--- src/rtl/b20_enum.sv ---
// rtl/b20_enum.sv - Crypto1 filter-input candidate enumerator over one IDX partition
// Optional B20ENUM_MATCH_CNT_EN adds MATCH_CNT[16:0], counting VALID rising edges.
module b20_enum #(
  parameter logic [3:0] IDX = 4'd0
) (
  input  logic        CLK,
  input  logic        RESET,
  input  logic        BIT_IN,
  input  logic        STB,
  output logic [19:0] KEY20,
  output logic        VALID,
  output logic        BUSY,
  output logic        DONE
`ifdef B20ENUM_MATCH_CNT_EN
  ,
  output logic [16:0] MATCH_CNT
`endif
);

  typedef enum logic [1:0] {
    ST_IDLE,
    ST_SEARCH,
    ST_EXHAUSTED
  } state_t;

  function automatic logic fn_a(input logic [3:0] v);
    return (v[2] & ~v[1] & ~v[0]) | (v[3] & ~v[2] & v[1]) |
           (v[3] & ~v[2] & v[0]) | (v[1] & v[0]);
  endfunction

  function automatic logic fn_b(input logic [3:0] v);
    return (v[2] & v[1] & v[0]) | (~v[2] & v[1] & ~v[0]) |
           (~v[3] & v[2] & ~v[0]) | (~v[3] & ~v[2] & v[0]);
  endfunction

  function automatic logic fn_c(input logic [4:0] v);
    return (~v[3] & ~v[2] & ~v[1] & v[0]) | (v[4] & v[3] & v[1]) |
           (~v[4] & ~v[2] & v[1] & v[0]) | (v[4] & ~v[3] & ~v[0]) |
           (v[3] & v[2] & v[0]) | (v[3] & v[2] & v[1]);
  endfunction

  function automatic logic filt(input logic [19:0] x);
    return fn_c({fn_a(x[19:16]), fn_b(x[15:12]), fn_a(x[11:8]), fn_a(x[7:4]), fn_b(x[3:0])});
  endfunction

  state_t      state_q, state_d;
  logic [16:0] cand_q, cand_d;
  logic        bit_q, bit_d;
  logic        first_q, first_d;
  logic [15:0] key_q, key_d;
  logic        valid_q, valid_d;
  logic        busy_q, busy_d;
  logic        done_q, done_d;
  logic        hit;

  always_comb begin
    state_d = state_q;
    cand_d  = cand_q;
    bit_d   = bit_q;
    first_d = first_q;
    key_d   = key_q;
    valid_d = valid_q;
    busy_d  = busy_q;
    done_d  = done_q;
    hit     = (filt({IDX, cand_q[15:0]}) == bit_q);
    case (state_q)
      ST_IDLE: begin
        if (STB) begin
          bit_d   = BIT_IN;
          valid_d = 1'b0;
          busy_d  = 1'b1;
          first_d = 1'b0;
          // cand still holds the last match, so +1 resumes just past it
          cand_d  = first_q ? 17'd0 : cand_q + 17'd1;
          state_d = ST_SEARCH;
        end
      end
      ST_SEARCH: begin
        if (cand_q[16] || (!hit && cand_q[15:0] == 16'hFFFF)) begin
          done_d  = 1'b1;
          valid_d = 1'b0;
          busy_d  = 1'b0;
          state_d = ST_EXHAUSTED;
        end else if (hit) begin
          key_d   = cand_q[15:0];
          valid_d = 1'b1;
          busy_d  = 1'b0;
          state_d = ST_IDLE;
        end else begin
          cand_d = cand_q + 17'd1;
        end
      end
      ST_EXHAUSTED: begin
        state_d = ST_EXHAUSTED;
      end
      default: begin
        state_d = ST_IDLE;
      end
    endcase
  end

  always_ff @(posedge CLK) begin
    if (RESET) begin
      state_q <= ST_IDLE;
      cand_q  <= '0;
      bit_q   <= 1'b0;
      first_q <= 1'b1;
      key_q   <= '0;
      valid_q <= 1'b0;
      busy_q  <= 1'b0;
      done_q  <= 1'b0;
    end else begin
      state_q <= state_d;
      cand_q  <= cand_d;
      bit_q   <= bit_d;
      first_q <= first_d;
      key_q   <= key_d;
      valid_q <= valid_d;
      busy_q  <= busy_d;
      done_q  <= done_d;
    end
  end

  assign KEY20 = {IDX, key_q};
  assign VALID = valid_q;
  assign BUSY  = busy_q;
  assign DONE  = done_q;

`ifdef B20ENUM_MATCH_CNT_EN
  logic [16:0] mcnt_q, mcnt_d;

  always_comb begin
    mcnt_d = mcnt_q + {16'd0, valid_d & ~valid_q};
  end

  always_ff @(posedge CLK) begin
    if (RESET) begin
      mcnt_q <= '0;
    end else begin
      mcnt_q <= mcnt_d;
    end
  end

  assign MATCH_CNT = mcnt_q;
`endif

endmodule

--- config.mk ---
export PLATFORM = sky130hd
export DESIGN_NAME = b20_enum
export DESIGN_NICKNAME = d
export VERILOG_FILES = /design/src/rtl/b20_enum.sv
export SDC_FILE = /design/constraint.sdc
export NUM_CORES = 1
export LEC_CHECK = 0
export BUFFER_PORTS_ARGS = -buffer_cell sky130_fd_sc_hd__buf_2
export CAP_MARGIN = 20
export CORE_MARGIN = 2
export CORE_UTILIZATION = 60
export CTS_CLUSTER_DIAMETER = 30
export DETAILED_ROUTE_END_ITERATION = 10
export HOLD_SLACK_MARGIN = 0.15
export PLACE_DENSITY = 0.83
export SLEW_MARGIN = 20
export SYNTH_ARGS = -nofsm -noshare
export SYNTH_HDL_FRONTEND = slang
export SYNTH_SLANG_ARGS = --single-unit
export TNS_END_PERCENT = 5
--- constraint.sdc ---
create_clock -name CLK -period 7.5 [get_ports CLK]
set_clock_uncertainty 0.05 [all_clocks]
set_input_delay 1.125 -clock CLK [delete_from_list [all_inputs] [get_ports CLK]]
set_output_delay 1.125 -clock CLK [all_outputs]
set_load 0.05 [all_outputs]
# ---- Word level (Yosys, flattened, before mapping)
# Cells that the tools add are included.
dict set report word_totals {
  register_bits 40
  latchBits 0
  ram_bits 0
  romBits 0
  input_bits 4
  output_inout_bits 23
  wordCells 112
  n_memories 0
}
dict set report classes {
  addsub 1
  mul 0
  div 0
  magnitude_cmp 0
  eq_ne 8
  shifts 0
  muxes 17
  bitwise_logic 67
  reduce_logical 11
}
# operator n
set op_table {}
lappend op_table {{$mux W17} 4}
lappend op_table {{$and A1 B1 Y1} 36}
lappend op_table {{$pmux W17 S2} 1}
lappend op_table {{$add A17 B1 Y17 const B} 1}
lappend op_table {{$eq A16 B16 Y1 const B} 1}
lappend op_table {{$not A1 Y1} 16}
lappend op_table {{$or A1 B1 Y1} 15}
lappend op_table {{$mux W1} 6}
lappend op_table {{$mux W2} 3}
lappend op_table {{$ne A2 B2 Y1 const B} 3}
lappend op_table {{$pmux W2 S3} 1}
lappend op_table {{$reduce_and A2 Y1} 3}
lappend op_table {{$reduce_and A3 Y1} 2}
lappend op_table {{$pmux W1 S2} 2}
lappend op_table {{$reduce_and A4 Y1} 1}
lappend op_table {{$ne A3 B3 Y1 const B} 1}
lappend op_table {{$eq A2 B1 Y1 const B} 1}
lappend op_table {{$eq A2 B2 Y1 const B} 1}
lappend op_table {{$logic_not A2 Y1} 1}
lappend op_table {{$reduce_bool A2 Y1} 1}
lappend op_table {{$eq A1 B1 Y1} 1}
lappend op_table {{$logic_and A1 B1 Y1} 1}
lappend op_table {{$logic_not A1 Y1} 1}
lappend op_table {{$logic_or A1 B1 Y1} 1}

# ---- Depth between registers and ports, before layout
dict set report logic_depth {
  ltp_word 19
  mapped_depth 11
  mapped_depth_nobuf 8
}

# ---- Worst setup path after synthesis
# No wires, ideal clock.
dict set report synth_timing {
  path_type {reg2reg}
  startpoint {reg cand_q[2]}
  endpoint {reg cand_q[14]}
  setup_time_ns 0.132
  arrival_ns 2.276
  required_time_ns 7.318
  setup_slack_ns 5.042
  path_stages_with_launch 12
  path_buffers 3
  synth_period_minus_slack_ns 2.458
  cell_sequence {dfxtp_1 buf_2 xor2_1 mux2i_1 a31oi_1 o211ai_1 xor2_1 o41a_1 buf_2 clkbuf_1 o21ai_0 a21oi_1}
}
dict set report synth_via {
  elab_chain_cells 16
  elab_cells_between_ends 32
}
# item line
set synth_lines {}
lappend synth_lines {{start, declared} 47} ;# logic [16:0] cand_q, cand_d;
lappend synth_lines {{start signal, assigned} 114} ;# cand_q <= cand_d;
lappend synth_lines {{$not A1 Y1} {32, 33}}
lappend synth_lines {{$and A1 B1 Y1 (2 in a row)} 32} ;# return (v[2] & v[1] & v[0]) | (~v[2] & v[1] & ~v[0]) |
lappend synth_lines {{$or A1 B1 Y1 (2 in a row)} 32}
lappend synth_lines {{$or A1 B1 Y1} 33} ;# (~v[3] & v[2] & ~v[0]) | (~v[3] & ~v[2] & v[0]);
lappend synth_lines {{$and A1 B1 Y1 (on tied branches)} {37, 38}}
lappend synth_lines {{$or A1 B1 Y1} 37} ;# return (~v[3] & ~v[2] & ~v[1] & v[0]) | (v[4] & v[3] & v[1]) |
lappend synth_lines {{$or A1 B1 Y1} 38} ;# (~v[4] & ~v[2] & v[1] & v[0]) | (v[4] & ~v[3] & ~v[0]) |
lappend synth_lines {{$or A1 B1 Y1} 39} ;# (v[3] & v[2] & v[0]) | (v[3] & v[2] & v[1]);
lappend synth_lines {{$eq A1 B1 Y1} 65} ;# hit = (filt({IDX, cand_q[15:0]}) == bit_q);
lappend synth_lines {{$logic_not A1 Y1} 79} ;# if (cand_q[16] || (!hit && cand_q[15:0] == 16'hFFFF)) begin
lappend synth_lines {{$logic_and A1 B1 Y1} 79}
lappend synth_lines {{$logic_or A1 B1 Y1} 79}
lappend synth_lines {{$ne A2 B2 Y1 (no line)} --}
lappend synth_lines {{$reduce_and A4 Y1 (no line)} --}
# Several ways; a longest one is shown, not always the timed one. The select of a mux whose other input is x is not followed.
# A chain may end at the register's enable or synchronous reset.

# ---- Worst setup path after layout
dict set report layout_timing {
  startpoint {reg cand_q[2]}
  endpoint {reg cand_q[9]}
}
# Same word-level chain as after synthesis.

==> results.yml <==
synth:
  synth_simple_gate_area_share_pct: 23.77
  synth_edf_count: 0
  synthAdderAreaFrac_pct: 0.6849
  ys_top_cells_by_count: "dfxtp_1 (40), nor2_1 (26), a21oi_1 (19), mux2i_1 (18), nand2_1 (16)"
  ys.flop_type: "dfxtp_1"
  synth.cell_area_mm2: 0.001827
  synthCells: 213
  ys_top_cells_by_area: "dfxtp_1 (44%), mux2i_1 (9.9%), nor2_1 (5.3%), a21oi_1 (5.2%), nand2_1 (3.3%)"
  synth.avg_cell_area_um2: 8.576
  synth_top_area_share_pct: 43.84
  synth_top_family_by_area: "simple AND/OR/NAND/NOR gates"
  yosysWarnings: 0
  synthMuxAreaShare_pct: 9.863
  synth_compound_gate_area_share_pct: 14.79
  synth_seq_cells: 40
  synthArstFlopShare_pct: 0
  synth_top_cell_by_area: "dfxtp_1"
  synthMostInstantiatedCell: "dfxtp_1"
  yosysUniqueCellTypes: 37
  synth_xor_area_share_pct: 1.918
  synth_seq_area_share_pct: 43.84
worst_setup_path:
  required_ns: 7.75
  arrival_ns: 3.11
  reg2reg_depth: 8
  crit_fanout: 27
  r2r_setup_slack_ns: 4.64
  r2r_start: "cand_q[2]"
  cp-start-kind: "register"
  crit_top_cell: "xor2_1"
  crit_type: "reg2reg"
  reg2reg_to: "cand_q[9]"
  cpMaxStageDelayCell: "o41a_1"
  critPathCapture: "cand_q[9]"
  crit_chain: "xor2_1 > mux2i_1 > a31oi_1 > o211ai_1 > xor2_1 > o41a_1 > or4_1 > nand2_1"
  end_kind: "register"
  max_stage_delay_ns: 0.73
  crit_start: "cand_q[2]"
cts:
  root_buffer: "clkbuf_4"
  postCtsSetupBuffers: 0
  cts_tree: "done"
  clk_latency_ns: 0.35
  cts_buffers: 5
  hold_buffers: 0
  clk_path_buf_depth: 2
  clock-sinks: 40
  clkTransAtPathRegs_ns: 0.11
  cts_resized: 0
  htreeDepth: 2
die:
  core_area_mm2: 0.002978
  fp.dieW_um: 59.18
  initial_core_util_pct: 61.34
  die_h_um: 59.18
  io_pins: 27
  row_count: 20
  die-area_mm2: 0.003502
global_route:
  track_usage_pct: 22.09
  antenna_found_initial: 0
  grt_pass1_vias: 1359
  grt-ovfl-total: 0
  grt_pass1_wl_um: 5940
  grt_max_degree: 29
finish:
  num-fill-cells: 250
  drive_gt1_share_pct: 12.93
  diodes: 0
  fin_cells: 265
  final_nets: 236
  areaGrowthSynthToFinish_pct: 8.219
timing:
  hold_viol_final: 0
  grt_setup_unrepaired: "false"
  layout_setup_ws_ns: 4.638
  worstMarginPinSlew_ns: 0.9465
  fin_tns_setup_ns: 0
  maxSlewViolCount: 0
  fin_crit_sh_pct: 38.16
  fin_crit_ns: 2.862
  slew_headroom_pct: 36.08
  setup_violations: 0
  fmax_ghz: 0.3494
pwr:
  p_int_uw: 270.8
  clock_power_share_pct: 30.7
  powerDensity_mw_per_mm2: 184.4
  p_sw_share_pct: 25.72
  vdd_drop_max_v: 0.0001705
  p_leak_nw: 0.9007
  combinationalPowerShare_pct: 9.7
  seqPwrFrac_pct: 59.6
  p_sw_uw: 93.78
placement:
  place_ws_ns: 4.654
  dp_hpwl_um: 2351
  place.gp.congestion: 0.9058
  dp.cells: 257
  port_buffers: 22
min_path:
  whs_path_depth: 2
  holdCritPathClass: "reg2reg"
route:
  detail-route-antenna-nets: 0
  via_count: 1526
  wire_per_inst_um: 13.11
  drtIter0Drc: 67
  first_pass_iters: 4
  drt-total-wl_um: 3474
  viasPerCell: 5.758
  drc: 0
job:
  cap_violations: 0
run_status:
  status: "complete, no violations"
## metal layers
layer  up-vias  routed length, µm  GRT usage [%]
met5         -                  0              0
met2        26               1698          36.51
li1        780                  -              -
met1       718               1626          28.42
met3         2                114          5.895
met4         0                 36          6.169
## power by group through the flow
stage                     clock, mW  sequential, mW  combinational, mW
after global routing          0.123           0.218             0.0385
final                         0.112           0.217             0.0354
after global placement            0           0.222             0.0347
after floorplan                   0           0.225             0.0273
after CTS                     0.116           0.217             0.0353
after detailed placement          0           0.222             0.0351
## kinds of logic (layout without fill, tap and decap cells)
family / after synthesis / after routing
other: 1 / 4
adder cells (fa/ha/maj): 1 / 1
AND/OR/NAND/NOR: 85 / 85
multiplexers: 18 / 18
XOR/XNOR: 4 / 4
buffers and inverters: 19 / 35
flip-flops: 40 / 40
AO/OA/AOI/OAI: 45 / 45
## metrics by stage
| step | power (mW) | hold slack [ns] | instance area, µm² | utilization [%] |
|---|---|---|---|---|
| after global routing | 0.3795 | 0.4270 | 1977 | 66.39 |
| after detailed placement | 0.2572 | 0.3964 | 1918 | 64.41 |
| after floorplan | 0.2524 | 0.3981 | 1838 | - |
| after global placement | 0.2568 | 0.3809 | 1918 | 64.41 |
| after CTS | 0.3682 | 0.4132 | 1977 | 66.39 |
| final | 0.3646 | 0.4067 | 1977 | 66.39 |
## cells in the final DEF (no fill, tap or decap), types with 2 or more instances in the layout
cell type  instances
nor2_1            26
a21oi_1           19
dfxtp_1           40
nor2b_1            3
nand4_1            6
xor2_1             4
or4_1              4
nand2_1           16
nand3_1            5
clkbuf_4           5
or3_1              8
nand2b_1           2
clkbuf_1           2
o211ai_1           5
and3_1             5
conb_1             4
inv_1              5
mux2i_1           18
a21o_1             4
and2_1             4
o21ai_0           10
buf_2             22
## sequential cells by signal (all words and copies together), names as in the netlist
register,cells
BUSY,1
VALID,1
key_q,16
DONE,1
first_q,1
cand_q,17
bit_q,1
state_q,2
## worst max-delay path, delay by kind of cell (launching register included)
kind             cells  cell delay [ns]
AND/OR/NAND/NOR      2             0.64
multiplexers         1             0.26
AO/OA/AOI/OAI        3             0.99
flip-flops           1             0.49
XOR/XNOR             2             0.37
## how the worst min path moves through the flow
| stage | slack, ns | to | from |
|---|---|---|---|
| finish | 0.41 | DONE | DONE |
| global route | 0.43 | DONE | DONE |
| CTS | 0.41 | DONE | DONE |
| detailed placement | 0.40 | DONE | DONE |
| global placement | 0.38 | DONE | DONE |
| floorplan | 0.40 | bit_q | bit_q |
## area by class of cell
| type | instances | area (µm²) | area share (%) |
|---|---|---|---|
| Multi-Input combinational cell | 157 | 947.2 | 47.91 |
| Sequential cell | 40 | 800.8 | 40.51 |
| Clock buffer | 8 | 58.81 | 2.975 |
| Inverter | 5 | 18.77 | 0.9494 |
| Timing Repair Buffer | 22 | 110.1 | 5.570 |
| Tap cell | 33 | 41.29 | 2.089 |
Note: power is estimated with default switching activity, not from simulation.
